[config.mk]
export PLATFORM = sky130hd
export DESIGN_NAME = seq_shift_add_mult
export DESIGN_NICKNAME = d
export VERILOG_FILES = /design/src/rtl/seq_shift_add_mult.sv
export SDC_FILE = /design/constraint.sdc
export NUM_CORES = 1
export LEC_CHECK = 0
export BUFFER_PORTS_ARGS = -buffer_cell sky130_fd_sc_hd__buf_2
export CAP_MARGIN = 20
export CELL_PAD_IN_SITES_DETAIL_PLACEMENT = 0
export CELL_PAD_IN_SITES_GLOBAL_PLACEMENT = 1
export CORE_MARGIN = 8
export CORE_UTILIZATION = 37
export CTS_CLUSTER_DIAMETER = 50
export CTS_CLUSTER_SIZE = 25
export DETAILED_ROUTE_END_ITERATION = 10
export PLACE_DENSITY = 0.7
export SETUP_SLACK_MARGIN = 0.15
export SYNTH_ARGS = -nofsm -noshare
export SYNTH_HDL_FRONTEND = slang
export SYNTH_SLANG_ARGS = --single-unit
[constraint.sdc]
create_clock -name clk -period 3.2 [get_ports clk]
set_input_delay 0.32 -clock clk [delete_from_list [all_inputs] [get_ports clk]]
set_output_delay 0.32 -clock clk [all_outputs]
set_load 0.005 [all_outputs]
[src/rtl/seq_shift_add_mult.sv]
`default_nettype none
// ============================================================================
// Module      : seq_shift_add_mult (with companion rca)
// Description : Sequential unsigned N x N shift-add multiplier producing a
//               2N-bit product, one multiplier bit per clock, accumulating
//               partial products through an N-bit ripple-carry adder.
// Revision    : 1.0 - initial release
// ============================================================================

// Ripple-carry adder: sum/cout = a + b + cin
module rca #(
  parameter int N = 8
) (
  input  logic [N-1:0] a,
  input  logic [N-1:0] b,
  input  logic         cin,
  output logic [N-1:0] sum,
  output logic         cout
);
  logic [N:0] w_carry;

  assign w_carry[0] = cin;

  for (genvar i = 0; i < N; i++) begin : g_fa
    assign sum[i]       = a[i] ^ b[i] ^ w_carry[i];
    assign w_carry[i+1] = (a[i] & b[i]) | (w_carry[i] & (a[i] ^ b[i]));
  end

  assign cout = w_carry[N];
endmodule

module seq_shift_add_mult #(
  parameter int N = 8
) (
  input  logic           clk,
  input  logic           rst_n,
  input  logic           start,
  input  logic [N-1:0]   a,
  input  logic [N-1:0]   b,
  output logic           ready,
  output logic           busy,
  output logic           done,
  output logic [2*N-1:0] product
);
  localparam int CW = (N > 1) ? $clog2(N) : 1;
  localparam logic [CW-1:0] C_LAST = CW'(N - 1);

  typedef enum logic [1:0] {
    IDLE = 2'd0,
    RUN  = 2'd1,
    DONE = 2'd2
  } state_t;

  state_t          r_state;
  state_t          w_next;
  logic [N-1:0]    r_mcand;
  logic [2*N-1:0]  r_p;       // {hi, lo}; lo starts as the multiplier
  logic [CW-1:0]   r_count;
  logic [2*N-1:0]  r_product;

  logic [N-1:0]    w_addend;
  logic [N-1:0]    w_s;
  logic            w_c;
  logic [2*N-1:0]  w_p_shift;
  logic            w_last;

  // Add the multiplicand into the high half only when the current LSB is set
  assign w_addend = r_p[0] ? r_mcand : '0;

  rca #(.N(N)) u_rca (
    .a    (r_p[2*N-1:N]),
    .b    (w_addend),
    .cin  (1'b0),
    .sum  (w_s),
    .cout (w_c)
  );

  // The adder carry becomes the new MSB so no partial-product bit is lost
  assign w_p_shift = {w_c, w_s, r_p[N-1:1]};
  assign w_last    = (r_count == C_LAST);

  // State register
  always_ff @(posedge clk) begin
    if (!rst_n) r_state <= IDLE;
    else        r_state <= w_next;
  end

  // Next-state decode: IDLE -> RUN on start, RUN for N cycles, DONE for one
  always_comb begin
    w_next = r_state;
    case (r_state)
      IDLE:    if (start)  w_next = RUN;
      RUN:     if (w_last) w_next = DONE;
      DONE:    w_next = IDLE;
      default: w_next = IDLE;
    endcase
  end

  // Datapath: operand capture, shift-add accumulation and result latch
  always_ff @(posedge clk) begin
    if (!rst_n) begin
      r_mcand   <= '0;
      r_p       <= '0;
      r_count   <= '0;
      r_product <= '0;
    end else begin
      case (r_state)
        IDLE: begin
          if (start) begin
            r_mcand <= a;
            r_p     <= {{N{1'b0}}, b};
            r_count <= '0;
          end
        end
        RUN: begin
          r_p <= w_p_shift;
          if (w_last) begin
            r_count   <= '0;
            r_product <= w_p_shift;
          end else begin
            r_count <= r_count + 1'b1;
          end
        end
        default: ;
      endcase
    end
  end

  assign ready   = (r_state == IDLE);
  assign busy    = (r_state == RUN);
  assign done    = (r_state == DONE);
  assign product = r_product;
endmodule
`default_nettype wire

Word level (Yosys, flattened, before mapping). Cells that the tools add are included.

$add $sub $neg: 1. Multiply operators: 0. Divide/modulo/power cells: 0. Order comparisons: 0. Equality and inequality tests: 5. Shift operators: 0. Mux-type cells: 9. Bitwise gates (word level): 37. Reduce and logical (&&, ||, !) cells: 6.

Operators with widths (number): $pmux W16 S2 (1); $mux W16 (1); $and A1 B1 Y1 (15); $xor A1 B1 Y1 (15); $mux W8 (1); $reduce_and A2 Y1 (4); $or A1 B1 Y1 (7); $mux W3 (2); $pmux W3 S2 (1); $mux W2 (2); $pmux W2 S2 (1); $add A3 B1 Y3 const B (1); $eq A3 B3 Y1 const B (1); $eq A2 B1 Y1 const B (1); $eq A2 B2 Y1 const B (1); $logic_not A2 Y1 (1); $ne A2 B1 Y1 const B (1); $ne A2 B2 Y1 const B (1); $reduce_bool A2 Y1 (1).

Register bits: 45. Latch bits: 0. RAM bits: 0. Memory bits (read-only): 0. Input bits: 19. Output and inout port bits: 19. Word-level logic and storage cells: 63. Memories: 0.

Depth between registers and ports, before layout.
Depth in word-level cells: 17. Depth in mapped cells: 14. Depth with buffers taken out: 13.

By module. A second synthesis with hierarchy kept.

Cell total of the unflattened synthesis: 174. Area total of the unflattened synthesis: 1868.0 sq um.

By module, submodules not included: seq_shift_add_mult (instances 1, cells an instance 156, area each 1670.4 sq um, seq. area each 900.9 sq um); rca (instances 1, cells an instance 18, area each 197.7 sq um, seq. area each 0.0 sq um).

Worst setup path before layout. No wires, ideal clock.

Path type: reg2reg. From: register r_p[0]. To: register r_p[14]. Setup time: 0.119 ns. Data arrival time: 3.048 ns. Data required time: 3.081 ns. Path slack: 0.034 ns. Stages on the path, launching flop included: 15. Path buffers: 1. Clock period less this slack: 3.166 ns. Path through: dfxtp_1 clkbuf_1 and2_1 ha_1 fa_1 inv_1 fa_1 inv_1 fa_1 fa_1 inv_1 fa_1 fa_1 fa_1 o2bb2ai_1.

Longest elaborated chain between the ends: 16. Elaborated cells between the ends (all ways): 29. Classes of those cells: mux: 2; bitwise: 27.

RTL lines: start: declaration (RTL line 57) `logic [2*N-1:0] r_p;`; start signal: assignment (RTL line 111) `r_p <= {{N{1'b0}}, b};`; start signal: assignment (RTL line 116) `r_p <= w_p_shift;`; $mux W8 * (RTL line 68) `assign w_addend = r_p[0] ? r_mcand : '0;`; $and A1 B1 Y1 / $xor A1 B1 Y1 (equally long branches) (RTL line 26) `assign w_carry[i+1] = (a[i] & b[i]) | (w_carry[i] & (a[i] ^ b[i]));`; $and A1 B1 Y1 (RTL line 26); $or A1 B1 Y1 (RTL line 26); $and A1 B1 Y1 (RTL line 26); $or A1 B1 Y1 (RTL line 26); $and A1 B1 Y1 (RTL line 26); $or A1 B1 Y1 (RTL line 26); $and A1 B1 Y1 (RTL line 26); $or A1 B1 Y1 (RTL line 26); $and A1 B1 Y1 (RTL line 26); $or A1 B1 Y1 (RTL line 26); $and A1 B1 Y1 (RTL line 26); $or A1 B1 Y1 (RTL line 26); $xor A1 B1 Y1 * (RTL line 25) `assign sum[i] = a[i] ^ b[i] ^ w_carry[i];`; $pmux W16 S2 * (RTL line 107) `case (r_state)`.

Every way passes the cells marked *; elsewhere a longest branch is shown, timed or not. A chain may end at the register's enable or synchronous reset.

Worst setup path after layout.
From: register r_p[0]. To: register r_product[14], in the netlist product[14].

Longest elaborated chain between the ends: 15. Elaborated cells between the ends (all ways): 28. Classes of those cells: mux: 1; bitwise: 27.

RTL lines: $mux W8 * (RTL line 68); $and A1 B1 Y1 / $xor A1 B1 Y1 (equally long branches) (RTL line 26); $and A1 B1 Y1 (RTL line 26); $or A1 B1 Y1 (RTL line 26); $and A1 B1 Y1 (RTL line 26); $or A1 B1 Y1 (RTL line 26); $and A1 B1 Y1 (RTL line 26); $or A1 B1 Y1 (RTL line 26); $and A1 B1 Y1 (RTL line 26); $or A1 B1 Y1 (RTL line 26); $and A1 B1 Y1 (RTL line 26); $or A1 B1 Y1 (RTL line 26); $and A1 B1 Y1 (RTL line 26); $or A1 B1 Y1 (RTL line 26); $xor A1 B1 Y1 * (RTL line 25); end signal: assignment (RTL line 119) `r_product <= w_p_shift;`; end: declaration (RTL line 59) `logic [2*N-1:0] r_product;`.

Marks and branches as above.

==> flow_metrics.py <==
metrics = {
    "floorplan": {
        "die_h_microns": 86.5,
        "start_util_pct": 38.7,
        "fp-row-count": 25,
        "coreArea_sq_um": 4750,
        "io_pins": 38,
        "dieArea_sq_um": 7480,
        "die_x_microns": 86.5,
    },
    "place": {
        "place_ws_ns": 0.159,
        "dp_hpwl_microns": 3100,
        "placed_cells": 265,
        "globalplace.congestion": 0.760,
        "post_dp_cell_area_sq_um": 2060,
        "portBuffers": 37,
    },
    "logic_synthesis": {
        "synthMuxAreaShare_pct": 4.35,
        "synth_top_family_by_area": "compound AO/OA/AOI/OAI gates",
        "synth_nets": 202,
        "synth-edff-count": 0,
        "synth-compound-area-share_pct": 21.9,
        "synth_fa_ha_area_share_pct": 9.66,
        "syn_area_sq_um": 1840,
        "synth_xor_xnor_area_share_pct": 0,
        "yosysWarnings": 0,
        "ys_ff_latch": 45,
        "avgSynthCellArea_sq_um": 10.6,
        "synth_cell_types": 27,
        "yosys.area_share.simple_pct": 10.0,
        "async_flop_share_pct": 0,
        "seq_area_frac_synth_pct": 49.0,
        "netlist_instances": 173,
        "synth_ff_type": "dfxtp_1",
    },
    "final_layout": {
        "diodes": 0,
        "fill_cells": 469,
        "fin_cells": 272,
        "drive_gt1_share_pct": 30.2,
        "area_growth_pct": 18.0,
        "mostFrequentLayoutCell": "dfxtp_1",
        "nNetsFinal": 234,
        "multi_input_area_sq_um": 875,
        "seqCellArea_sq_um": 903,
        "final_area_sq_um": 2170,
        "mostFrequentLayoutCells": "43 x dfxtp_1, 37 x buf_2, 17 x a22o_1",
    },
    "cts": {
        "cts_hold_buf": 0,
        "clock-root-buffer": "clkbuf_8",
        "cts_buffers": 5,
        "cts_num_sinks": 45,
        "cts_max_level": 2,
        "cts_tree": "built",
        "clk_latency_ns": 0.29,
        "path_clk_slew_ns": 0.08,
        "cts_buffer_depth": 2,
    },
    "sta": {
        "fin_ws_ns": 0.200,
        "finalCritPeriodShare_pct": 93.8,
        "setup_tns_ns": 0,
        "finClkSkew_ns": 0.00847,
        "max_freq_ghz": 0.333,
        "finalHoldViolations": 0,
        "finalHoldWorstSlack_ns": 0.237,
        "slew_headroom_pct": 46.2,
        "slew_viol_final": 0,
        "period_needed_ns": 3.00,
        "worstMarginPinSlew_ns": 0.804,
        "rsz0062_at_grt": "yes",
        "setup_viol": 0,
    },
    "power_and_ir_drop": {
        "pwr-share-seq_pct": 58.5,
        "ir_drop_v": 0.000156,
        "p_switching_mw": 0.236,
        "p_comb_share_pct": 7.5,
        "power_density_nw_per_um2": 469,
        "p_leak_nw": 0.863,
        "clkPwrFrac_pct": 33.9,
        "swShare_pct": 23.2,
        "internal-power_mw": 0.782,
    },
    "setup_path": {
        "critical_path_required_ns": 3.42,
        "crit_arrival_ns": 3.22,
        "cp_max_fo": 3,
        "cp-end-kind": "register",
        "critical_path_class": "reg2reg",
        "crit_path_start_kind": "register",
    },
    "route": {
        "drc": 0,
        "drt_iter0_drc": 80,
        "firstDrtPassIters": 4,
        "via_per_inst": 5.02,
        "drt_wl_total_microns": 4180,
        "vias": 1366,
        "final_antenna_net_count": 0,
        "wl_per_cell_microns": 15.4,
    },
    "job": {
        "drv_cap": 0,
    },
    "global_route": {
        "grt_pass1_vias": 1389,
        "grt_pass1_wl_microns": 7010,
        "grt_use_total_pct": 12.0,
        "grt_max_degree": 32,
        "antenna_found_initial": 0,
        "grt_overflow": 0,
    },
    "run_status": {
        "status": "finished clean",
    },
    "min_path": {
        "hold_path_class": "in2reg",
    },
}
[power by group through the flow]
stage               logic, mW  clock network (mW)  registers [mW]
CTS                    0.0774               0.359           0.596
global placement       0.0745                   0           0.607
detailed placement     0.0764                   0           0.609
finish                 0.0769               0.346           0.596
global route           0.0860               0.384           0.599
floorplan              0.0602                   0           0.599
[through the flow]
step	power, mW	utilization (%)
final	1.02	45.7
after global routing	1.07	45.7
after CTS	1.03	45.6
after detailed placement	0.685	43.4
after global placement	0.682	43.4
after floorplan	0.659	-
[kinds of logic after synthesis]
logic type	after synthesis
AOI/OAI and AO/OA	54
DFF	45
adders and majority gates	10
muxes	8
and+or+nand+nor	35
buffers and inverters	21
[critical path, cell delays in order (launching register included)]
cell,delay [ns]
dfxtp_2,0.33
and2_4,0.16
ha_4,0.15
fa_2,0.33
inv_2,0.06
fa_2,0.18
inv_2,0.04
fa_2,0.33
fa_2,0.34
inv_2,0.06
fa_2,0.18
fa_2,0.19
fa_1,0.42
o2bb2ai_1,0.15
[per-layer routing]
layer  vias up  global-route usage, %  part of all wire, %
met3         5                   4.63                  7.4
met4         0                   4.07                  1.2
li1        681                      -                    -
met2        40                   17.7                   45
met1       640                   15.4                   46
met5         -                      0                    0
[final timing paths]
path / cells after the start / slack [ns] / from / end
setup reg to reg: 13 / 0.20 / r_p[0] / product[14]
hold reg to reg: 2 / 0.46 / r_mcand[3] / r_mcand[3]
setup / recovery: 13 / 0.20 / r_p[0] / product[14]
hold / removal: 3 / 0.24 / a[2] / r_mcand[2]
[registers in the layout, summed over array words and instances, names as in the netlist]
signal,count
product,16
r_p,16
r_mcand,8
r_count,3
r_state,2
[cell type report]
class	count	share of cell area (%)
Sequential cell	45	41.6
Multi-Input combinational cell	107	40.3
Timing Repair Buffer	38	8.88
Clock buffer	7	3.98
Tap cell	67	3.86
Inverter	8	1.38
[synth_stat cells (2+ instances only)]
master | number | share of area (%)
buf_1 | 2 | 0.41
o21ai_1 | 8 | 2.2
and2_1 | 4 | 1.4
o2bb2ai_1 | 10 | 4.8
buf_4 | 2 | 0.82
o21ai_0 | 8 | 2.2
mux2i_1 | 8 | 4.4
fa_1 | 7 | 7.6
inv_1 | 7 | 1.4
ha_1 | 3 | 2.0
dfxtp_1 | 45 | 49
buf_2 | 6 | 1.6
a22o_1 | 17 | 8.1
clkbuf_1 | 3 | 0.61
o211ai_1 | 8 | 3.3
nand3_1 | 8 | 2.2
nor2_1 | 2 | 0.41
nand2_1 | 13 | 2.7
o21a_1 | 2 | 0.82
nor2b_1 | 3 | 1.0
[what timing repair did]
item	CTS	global route
resized for setup	6	4
setup buffers	0	0
pin swaps	1	0
setup endpoints to repair	2	4
Power figures use the tool's default switching activity.
